## src/rtl/ahb_pkg.sv

```systemverilog
// Shared types and constants for the AHB master controller: FSM state encoding,
// HRESP values and the default-width command record.
package ahb_pkg;

  localparam int AHB_ADDR_WIDTH = 32;
  localparam int AHB_DATA_WIDTH = 32;

  localparam logic HRESP_OKAY  = 1'b0;
  localparam logic HRESP_ERROR = 1'b1;

  typedef enum logic [1:0] {
    ST_IDLE = 2'd0,
    ST_ADDR = 2'd1,
    ST_DATA = 2'd2
  } ahb_mst_state_e;

  typedef struct packed {
    logic [AHB_ADDR_WIDTH-1:0] addr;
    logic                      write;
    logic [AHB_DATA_WIDTH-1:0] wdata;
  } ahb_cmd_t;

endpackage

```

## src/rtl/ahb_master_ctrl_if.sv

```systemverilog
// CPU command/response channel plus AHB master-side bus signals, bundled so the
// controller and its environment share one connection point.
interface ahb_master_ctrl_if
  import ahb_pkg::*;
#(
  parameter int ADDR_WIDTH = AHB_ADDR_WIDTH,
  parameter int DATA_WIDTH = AHB_DATA_WIDTH
) ();

  logic                  cmd_valid;
  logic                  cmd_ready;
  logic [ADDR_WIDTH-1:0] cmd_addr;
  logic                  cmd_write;
  logic [DATA_WIDTH-1:0] cmd_wdata;
  logic                  rsp_valid;
  logic [DATA_WIDTH-1:0] rsp_rdata;
  logic                  rsp_err;
  logic                  hbusreq;
  logic                  hgrant;
  logic [ADDR_WIDTH-1:0] haddr;
  logic                  haddr_ctrl;
  logic                  hwrite;
  logic [DATA_WIDTH-1:0] hwdata;
  logic [DATA_WIDTH-1:0] hdata_s2m;
  logic                  hready_s2m;
  logic                  hresp_s2m;

  modport master (
    input  cmd_valid, cmd_addr, cmd_write, cmd_wdata,
    output cmd_ready,
    output rsp_valid, rsp_rdata, rsp_err,
    output hbusreq, haddr, haddr_ctrl, hwrite, hwdata,
    input  hgrant, hdata_s2m, hready_s2m, hresp_s2m
  );

  modport slave (
    output cmd_valid, cmd_addr, cmd_write, cmd_wdata,
    input  cmd_ready,
    input  rsp_valid, rsp_rdata, rsp_err,
    input  hbusreq, haddr, haddr_ctrl, hwrite, hwdata,
    output hgrant, hdata_s2m, hready_s2m, hresp_s2m
  );

endinterface

```

## src/rtl/ahb_cmd_fifo.sv

```systemverilog
// Synchronous command FIFO; pointers carry an extra wrap bit so full and empty
// are distinguished without a separate occupancy counter.
module ahb_cmd_fifo #(
  parameter int WIDTH = 8,
  parameter int DEPTH = 4
) (
  input  logic             clk,
  input  logic             rst,
  input  logic             push,
  input  logic             pop,
  input  logic [WIDTH-1:0] wdata,
  output logic [WIDTH-1:0] rdata,
  output logic             full,
  output logic             empty
);

  localparam int AW = $clog2(DEPTH);

  logic [AW:0]      wr_ptr;
  logic [AW:0]      rd_ptr;
  logic [WIDTH-1:0] mem [DEPTH];
  logic             do_push;
  logic             do_pop;

  assign do_push = push && !full;
  assign do_pop  = pop && !empty;
  assign empty   = (wr_ptr == rd_ptr);
  assign full    = (wr_ptr[AW] != rd_ptr[AW]) && (wr_ptr[AW-1:0] == rd_ptr[AW-1:0]);
  assign rdata   = mem[rd_ptr[AW-1:0]];

  always_ff @(posedge clk or posedge rst) begin
    if (rst) begin
      wr_ptr <= '0;
      rd_ptr <= '0;
    end else begin
      if (do_push) wr_ptr <= wr_ptr + (AW+1)'(1);
      if (do_pop)  rd_ptr <= rd_ptr + (AW+1)'(1);
    end
  end

  // Storage carries no reset; the pointers alone define validity.
  always_ff @(posedge clk) begin
    if (do_push) mem[wr_ptr[AW-1:0]] <= wdata;
  end

endmodule

```

## src/rtl/ahb_master_ctrl.sv

```systemverilog
// AHB bus master: queues CPU commands, arbitrates for the bus, runs each transfer
// through address and data phases, reissues ERROR transfers up to MAX_RETRY times.
module ahb_master_ctrl
  import ahb_pkg::*;
#(
  parameter int ADDR_WIDTH = AHB_ADDR_WIDTH,
  parameter int DATA_WIDTH = AHB_DATA_WIDTH,
  parameter int CMD_DEPTH  = 4,
  parameter int MAX_RETRY  = 2
) (
  input  logic              clk,
  input  logic              rst,
  ahb_master_ctrl_if.master bus
);

  typedef struct packed {
    logic [ADDR_WIDTH-1:0] addr;
    logic                  write;
    logic [DATA_WIDTH-1:0] wdata;
  } cmd_t;

  localparam int RW = (MAX_RETRY > 0) ? $clog2(MAX_RETRY + 1) : 1;
  localparam logic [RW-1:0] RETRY_MAX = RW'(MAX_RETRY);

  ahb_mst_state_e        state;
  cmd_t                  push_cmd;
  cmd_t                  head;
  logic                  full;
  logic                  empty;
  logic                  push;
  logic                  pop;
  logic                  done;
  logic                  err;
  logic                  can_retry;
  logic [RW-1:0]         retry_cnt;
  logic                  rsp_vld;
  logic [DATA_WIDTH-1:0] rsp_data;
  logic                  rsp_error;

  assign push_cmd = '{addr: bus.cmd_addr, write: bus.cmd_write, wdata: bus.cmd_wdata};
  assign push     = bus.cmd_valid && !full;

  ahb_cmd_fifo #(
    .WIDTH($bits(cmd_t)),
    .DEPTH(CMD_DEPTH)
  ) u_fifo (
    .clk  (clk),
    .rst  (rst),
    .push (push),
    .pop  (pop),
    .wdata(push_cmd),
    .rdata(head),
    .full (full),
    .empty(empty)
  );

  assign done      = (state == ST_DATA) && bus.hready_s2m;
  assign err       = (bus.hresp_s2m == HRESP_ERROR);
  assign can_retry = (retry_cnt != RETRY_MAX);
  // Head stays queued on a retryable ERROR so it is reissued from IDLE.
  assign pop       = done && (!err || !can_retry);

  always_ff @(posedge clk or posedge rst) begin
    if (rst) begin
      state <= ST_IDLE;
    end else begin
      case (state)
        ST_IDLE: if (!empty && bus.hgrant) state <= ST_ADDR;
        ST_ADDR: if (bus.hready_s2m)       state <= ST_DATA;
        ST_DATA: if (bus.hready_s2m)       state <= ST_IDLE;
        default:                           state <= ST_IDLE;
      endcase
    end
  end

  always_ff @(posedge clk or posedge rst) begin
    if (rst) begin
      retry_cnt <= '0;
    end else if (done) begin
      retry_cnt <= (err && can_retry) ? retry_cnt + RW'(1) : '0;
    end
  end

  always_ff @(posedge clk or posedge rst) begin
    if (rst) begin
      rsp_vld   <= 1'b0;
      rsp_data  <= '0;
      rsp_error <= 1'b0;
    end else begin
      rsp_vld   <= pop;
      rsp_error <= pop && err;
      rsp_data  <= (pop && !err && !head.write) ? bus.hdata_s2m : '0;
    end
  end

  assign bus.cmd_ready  = !full;
  assign bus.rsp_valid  = rsp_vld;
  assign bus.rsp_rdata  = rsp_data;
  assign bus.rsp_err    = rsp_error;
  assign bus.hbusreq    = !empty || (state != ST_IDLE);
  assign bus.haddr_ctrl = (state == ST_ADDR);
  assign bus.haddr      = (state == ST_ADDR) ? head.addr : '0;
  assign bus.hwrite     = (state == ST_ADDR) && head.write;
  assign bus.hwdata     = (state == ST_DATA && head.write) ? head.wdata : '0;

endmodule

```

## src/flat_wrapper.sv

```systemverilog
// flat-port wrapper written by rule: the top's interface ports become plain ports
module ahb_master_ctrl_flat import ahb_pkg::*;
#(
  parameter int ADDR_WIDTH = AHB_ADDR_WIDTH,
  parameter int DATA_WIDTH = AHB_DATA_WIDTH,
  parameter int CMD_DEPTH  = 4,
  parameter int MAX_RETRY  = 2
)
  (clk, rst, bus_cmd_valid, bus_cmd_addr, bus_cmd_write, bus_cmd_wdata, bus_cmd_ready, bus_rsp_valid, bus_rsp_rdata, bus_rsp_err, bus_hbusreq, bus_haddr, bus_haddr_ctrl, bus_hwrite, bus_hwdata, bus_hgrant, bus_hdata_s2m, bus_hready_s2m, bus_hresp_s2m);
  ahb_master_ctrl_if #(.ADDR_WIDTH(ADDR_WIDTH), .DATA_WIDTH(DATA_WIDTH)) bus_i ();
  input  logic clk;
  input  logic rst;
  input wire logic [$bits(bus_i.cmd_valid)-1:0] bus_cmd_valid;
  input wire logic [$bits(bus_i.cmd_addr)-1:0] bus_cmd_addr;
  input wire logic [$bits(bus_i.cmd_write)-1:0] bus_cmd_write;
  input wire logic [$bits(bus_i.cmd_wdata)-1:0] bus_cmd_wdata;
  output wire logic [$bits(bus_i.cmd_ready)-1:0] bus_cmd_ready;
  output wire logic [$bits(bus_i.rsp_valid)-1:0] bus_rsp_valid;
  output wire logic [$bits(bus_i.rsp_rdata)-1:0] bus_rsp_rdata;
  output wire logic [$bits(bus_i.rsp_err)-1:0] bus_rsp_err;
  output wire logic [$bits(bus_i.hbusreq)-1:0] bus_hbusreq;
  output wire logic [$bits(bus_i.haddr)-1:0] bus_haddr;
  output wire logic [$bits(bus_i.haddr_ctrl)-1:0] bus_haddr_ctrl;
  output wire logic [$bits(bus_i.hwrite)-1:0] bus_hwrite;
  output wire logic [$bits(bus_i.hwdata)-1:0] bus_hwdata;
  input wire logic [$bits(bus_i.hgrant)-1:0] bus_hgrant;
  input wire logic [$bits(bus_i.hdata_s2m)-1:0] bus_hdata_s2m;
  input wire logic [$bits(bus_i.hready_s2m)-1:0] bus_hready_s2m;
  input wire logic [$bits(bus_i.hresp_s2m)-1:0] bus_hresp_s2m;
  assign bus_i.cmd_valid = bus_cmd_valid;
  assign bus_i.cmd_addr = bus_cmd_addr;
  assign bus_i.cmd_write = bus_cmd_write;
  assign bus_i.cmd_wdata = bus_cmd_wdata;
  assign bus_cmd_ready = bus_i.cmd_ready;
  assign bus_rsp_valid = bus_i.rsp_valid;
  assign bus_rsp_rdata = bus_i.rsp_rdata;
  assign bus_rsp_err = bus_i.rsp_err;
  assign bus_hbusreq = bus_i.hbusreq;
  assign bus_haddr = bus_i.haddr;
  assign bus_haddr_ctrl = bus_i.haddr_ctrl;
  assign bus_hwrite = bus_i.hwrite;
  assign bus_hwdata = bus_i.hwdata;
  assign bus_i.hgrant = bus_hgrant;
  assign bus_i.hdata_s2m = bus_hdata_s2m;
  assign bus_i.hready_s2m = bus_hready_s2m;
  assign bus_i.hresp_s2m = bus_hresp_s2m;
  ahb_master_ctrl #(.ADDR_WIDTH(ADDR_WIDTH), .DATA_WIDTH(DATA_WIDTH), .CMD_DEPTH(CMD_DEPTH), .MAX_RETRY(MAX_RETRY)) u_core (.clk(clk), .rst(rst), .bus(bus_i));
endmodule
```

## config.mk

```make
export PLATFORM = sky130hd
export DESIGN_NAME = ahb_master_ctrl_flat
export DESIGN_NICKNAME = d
export VERILOG_FILES = /design/src/rtl/ahb_pkg.sv /design/src/rtl/ahb_master_ctrl_if.sv /design/src/rtl/ahb_cmd_fifo.sv /design/src/rtl/ahb_master_ctrl.sv /design/src/flat_wrapper.sv
export SDC_FILE = /design/constraint.sdc
export NUM_CORES = 1
export LEC_CHECK = 0
export ABC_CLOCK_PERIOD_IN_PS = 4600
export BUFFER_PORTS_ARGS = -buffer_cell sky130_fd_sc_hd__buf_2
export CELL_PAD_IN_SITES_DETAIL_PLACEMENT = 1
export CELL_PAD_IN_SITES_GLOBAL_PLACEMENT = 1
export CORE_MARGIN = 5
export CORE_UTILIZATION = 51
export CTS_CLUSTER_DIAMETER = 30
export DETAILED_ROUTE_END_ITERATION = 7
export PLACE_DENSITY_LB_ADDON = 0.1
export SETUP_SLACK_MARGIN = 0.2
export SYNTH_ARGS = -nofsm -noshare
export SYNTH_HDL_FRONTEND = slang
export SYNTH_SLANG_ARGS = --single-unit
```

## constraint.sdc

```tcl
create_clock -name clk -period 4.6 [get_ports clk]
set_input_delay 0.23 -clock clk [delete_from_list [all_inputs] [get_ports clk]]
set_output_delay 0.23 -clock clk [all_outputs]
set_load 0.05 [all_outputs]
```

==> metrics.csv <==
metric;value;unit
status;finished, final reports clean;
clock_path_buffers;3;
place.gp.congestion;0.726;
fmax;0.296;GHz
synthAdderAreaFrac;0.651;%
synth-seq-cells;304;
netlist-cell-type-count;31;
p_leak;6.16;nW
dp.cells;1016;
cts_buffers;54;
hold_class;in -> reg;
drc;0;
first_pass_iters;4;
seq_area_frac_synth;77.2;%
synth_area_leaders;edfxtp_1 68%, mux4_2 13%, dfrtp_1 9.5%;
drt_iter0_markers;346;
wl_per_cell;23.4;µm
clk_pin_slew;0.05;ns
worstSetupPathType;reg -> out;
critPathMaxStageDelay;0.91;ns
pin_count;205;
ant_nets;0;
crit_family;buffers and inverters;
synth_top_family_by_area;multiplexers;
crit_path_start_kind;register;
synth_top_area_cell;edfxtp_1;
die_area;25700;µm²
fillers;1902;
antenna_found_initial;0;
cts_tree;built;
path_cells;buf_4 -> mux4_2 -> nor2b_1 -> buf_2;
place_hpwl;15100;µm
synthFlopType;edfxtp_1;
worstReg2RegEnd;u_core.u_fifo.mem[3][5]$_DFFE_PP_;
via_per_inst;5.31;
slew_violations;0;
reg2regPathDepth;4;
worstSkewPairLatency;0.54;ns
rsz0062_at_grt;no;
num_rows;55;
whs_path_depth;3;
cp_max_fo;54;
grt_max_degree;66;
multi_input_area;2470;µm²
async_reset_ff_share;14.5;%
overflow;0;
finalCriticalPeriod;3.38;ns
synth_xor_xnor_area_share;0.683;%
grt_usage;22.5;%
setup_violations;0;
fin_nets;997;
period_share;73.5;%
cts_root_buf;clkbuf_16;
tightest_slew;1.11;ns
yosysWarningCount;0;
die_height;160;µm
slowest_stage;buf_4;
start_util;51.4;%
final_cell_mix;260 x edfxtp_1, 204 x buf_2, 101 x dlygate4sd3_1;
instances_no_fill;1220;
reg2reg_slack;1.74;ns
relSlewSlack;26.1;%
syn_to_final_growth;37.3;%
min_to;u_core.u_fifo.wr_ptr[0]$_DFFE_PP0P_;
path_buf_inv;2;
postSynthCellCount;547;
synthesis.area;11500;µm²
clock-sinks;304;
end_kind;output port;
htree_levels;2;
drive_gt1_share;40.7;%
post_cts_buffers;0;
finalClockSkew;0.0159;ns
io_buffers;204;
cp.depth;4;
cap_viol_max_count;0;
wirelength;28500;µm
fin_setup_tns;0;ns
hold_viol;0;
grt_pass1_vias;7609;
core-area;22400;µm²
synth_compound_area_share;0.662;%
p_per_area;696;nW/µm²
fp.dieW;160;µm
muxShareOfSynthArea;12.9;%
syn_nets;656;
synth_top_area_share;67.7;%
r2r_start;u_core.u_fifo.rd_ptr[1]$_DFFE_PP0P_;
synth-simple-area-share;6.37;%
crit_arrival;3.15;ns
grt_pass1_wl;44700;µm
vias;6479;
layout_commonest_cell;edfxtp_1;
cp.required;4.37;ns
hold_start;bus_cmd_valid;
synth_edf_count;260;
regArea;8920;µm²
synth.avg_cell_area;21.1;µm²
ir_drop;0.504;mV
synth_stat cells (all sizes together) (2+ instances only):
cell	number
edfxtp	260
and2	65
mux4	65
dfrtp	44
nor2b	34
buf	18
clkbuf	8
inv	7
ha	6
xnor2	5
and3	4
xor2	4
nand2	3
nor2	3
mux2	2
nand3	2
nand3b	2
nor3	2
o21ai	2
o31ai	2
registers in the layout (all words and copies together) (netlist names):
signal,count
u_core.u_fifo.mem,260
u_core.u_fifo.rd_ptr,3
u_core.retry_cnt,2
u_core.bus.rsp_rdata,32
u_core.bus.rsp_err,1
u_core.state,2
u_core.u_fifo.wr_ptr,3
u_core.bus.rsp_valid,1
tightest hold or removal path, cell delays in order:
cell     delay, ns
buf_2         0.13
o31ai_1       0.12
xnor2_1       0.09
metal layers:
metal	global-route usage, %	share of wire, %	wire length (µm)
met5	0	0	0
met4	5.44	1.5	437
met3	6.08	6.1	1730
met2	40.9	54	15400
met1	26.8	38	10900
cell families (layout without fill, tap and decap cells):
kind of cell / count (synthesis) / after routing
flip-flops: 304 / 304
AND/OR/NAND/NOR: 118 / 118
multiplexers: 67 / 67
buffers and inverters: 33 / 420
AO/OA/AOI/OAI: 10 / 10
XOR/XNOR: 9 / 9
adder cells (fa/ha/maj): 6 / 6
other: 0 / 1
repair_timing:
item,CTS,global route
hold buffers,101,0
gates resized for setup,0,0
hold endpoints to repair,339,0
final cells by class:
class	count	area share, %
Tap cell	285	2.25
Clock inverter	43	3.43
Timing Repair Buffer	311	13.2
Multi-Input combinational cell	210	15.6
Clock buffer	59	9.05
Sequential cell	304	56.3
Antenna cell	1	0.0158
Inverter	7	0.174
stage by stage:
step                      utilization, %  hold WS (ns)  power [mW]  setup WS (ns)  area [µm²]
after floorplan                        -         0.329        6.01           1.31       11500
after global placement              57.3         0.384        6.67           1.70       12800
after detailed placement            57.3         0.421        6.76           1.69       12800
after CTS                           70.6        0.0536        11.1           1.11       15800
after global routing                70.6        0.0650        11.5           1.01       15800
final                               70.6        0.0709        11.0           1.22       15800
power by group:
| part | internal, mW | switching (mW) |
|---|---|---|
| registers | 3.64 | 0.242 |
| clock network | 2.87 | 1.36 |
| logic | 1.06 | 1.85 |
| total | 7.57 | 3.46 |
worst max path at each step:
stage | start | to
after global routing | u_core.u_fifo.rd_ptr[0]$_DFFE_PP0P_ | bus_hwdata[5]
after global placement | u_core.u_fifo.rd_ptr[0]$_DFFE_PP0P_ | bus_haddr[31]
after detailed placement | u_core.u_fifo.rd_ptr[0]$_DFFE_PP0P_ | bus_haddr[12]
final | u_core.u_fifo.rd_ptr[0]$_DFFE_PP0P_ | bus_hwdata[5]
after floorplan | u_core.u_fifo.rd_ptr[0]$_DFFE_PP0P_ | u_core.u_fifo.mem[1][0]$_DFFE_PP_
after CTS | u_core.u_fifo.rd_ptr[0]$_DFFE_PP0P_ | bus_haddr[12]
(Power assumes the default switching activity.)
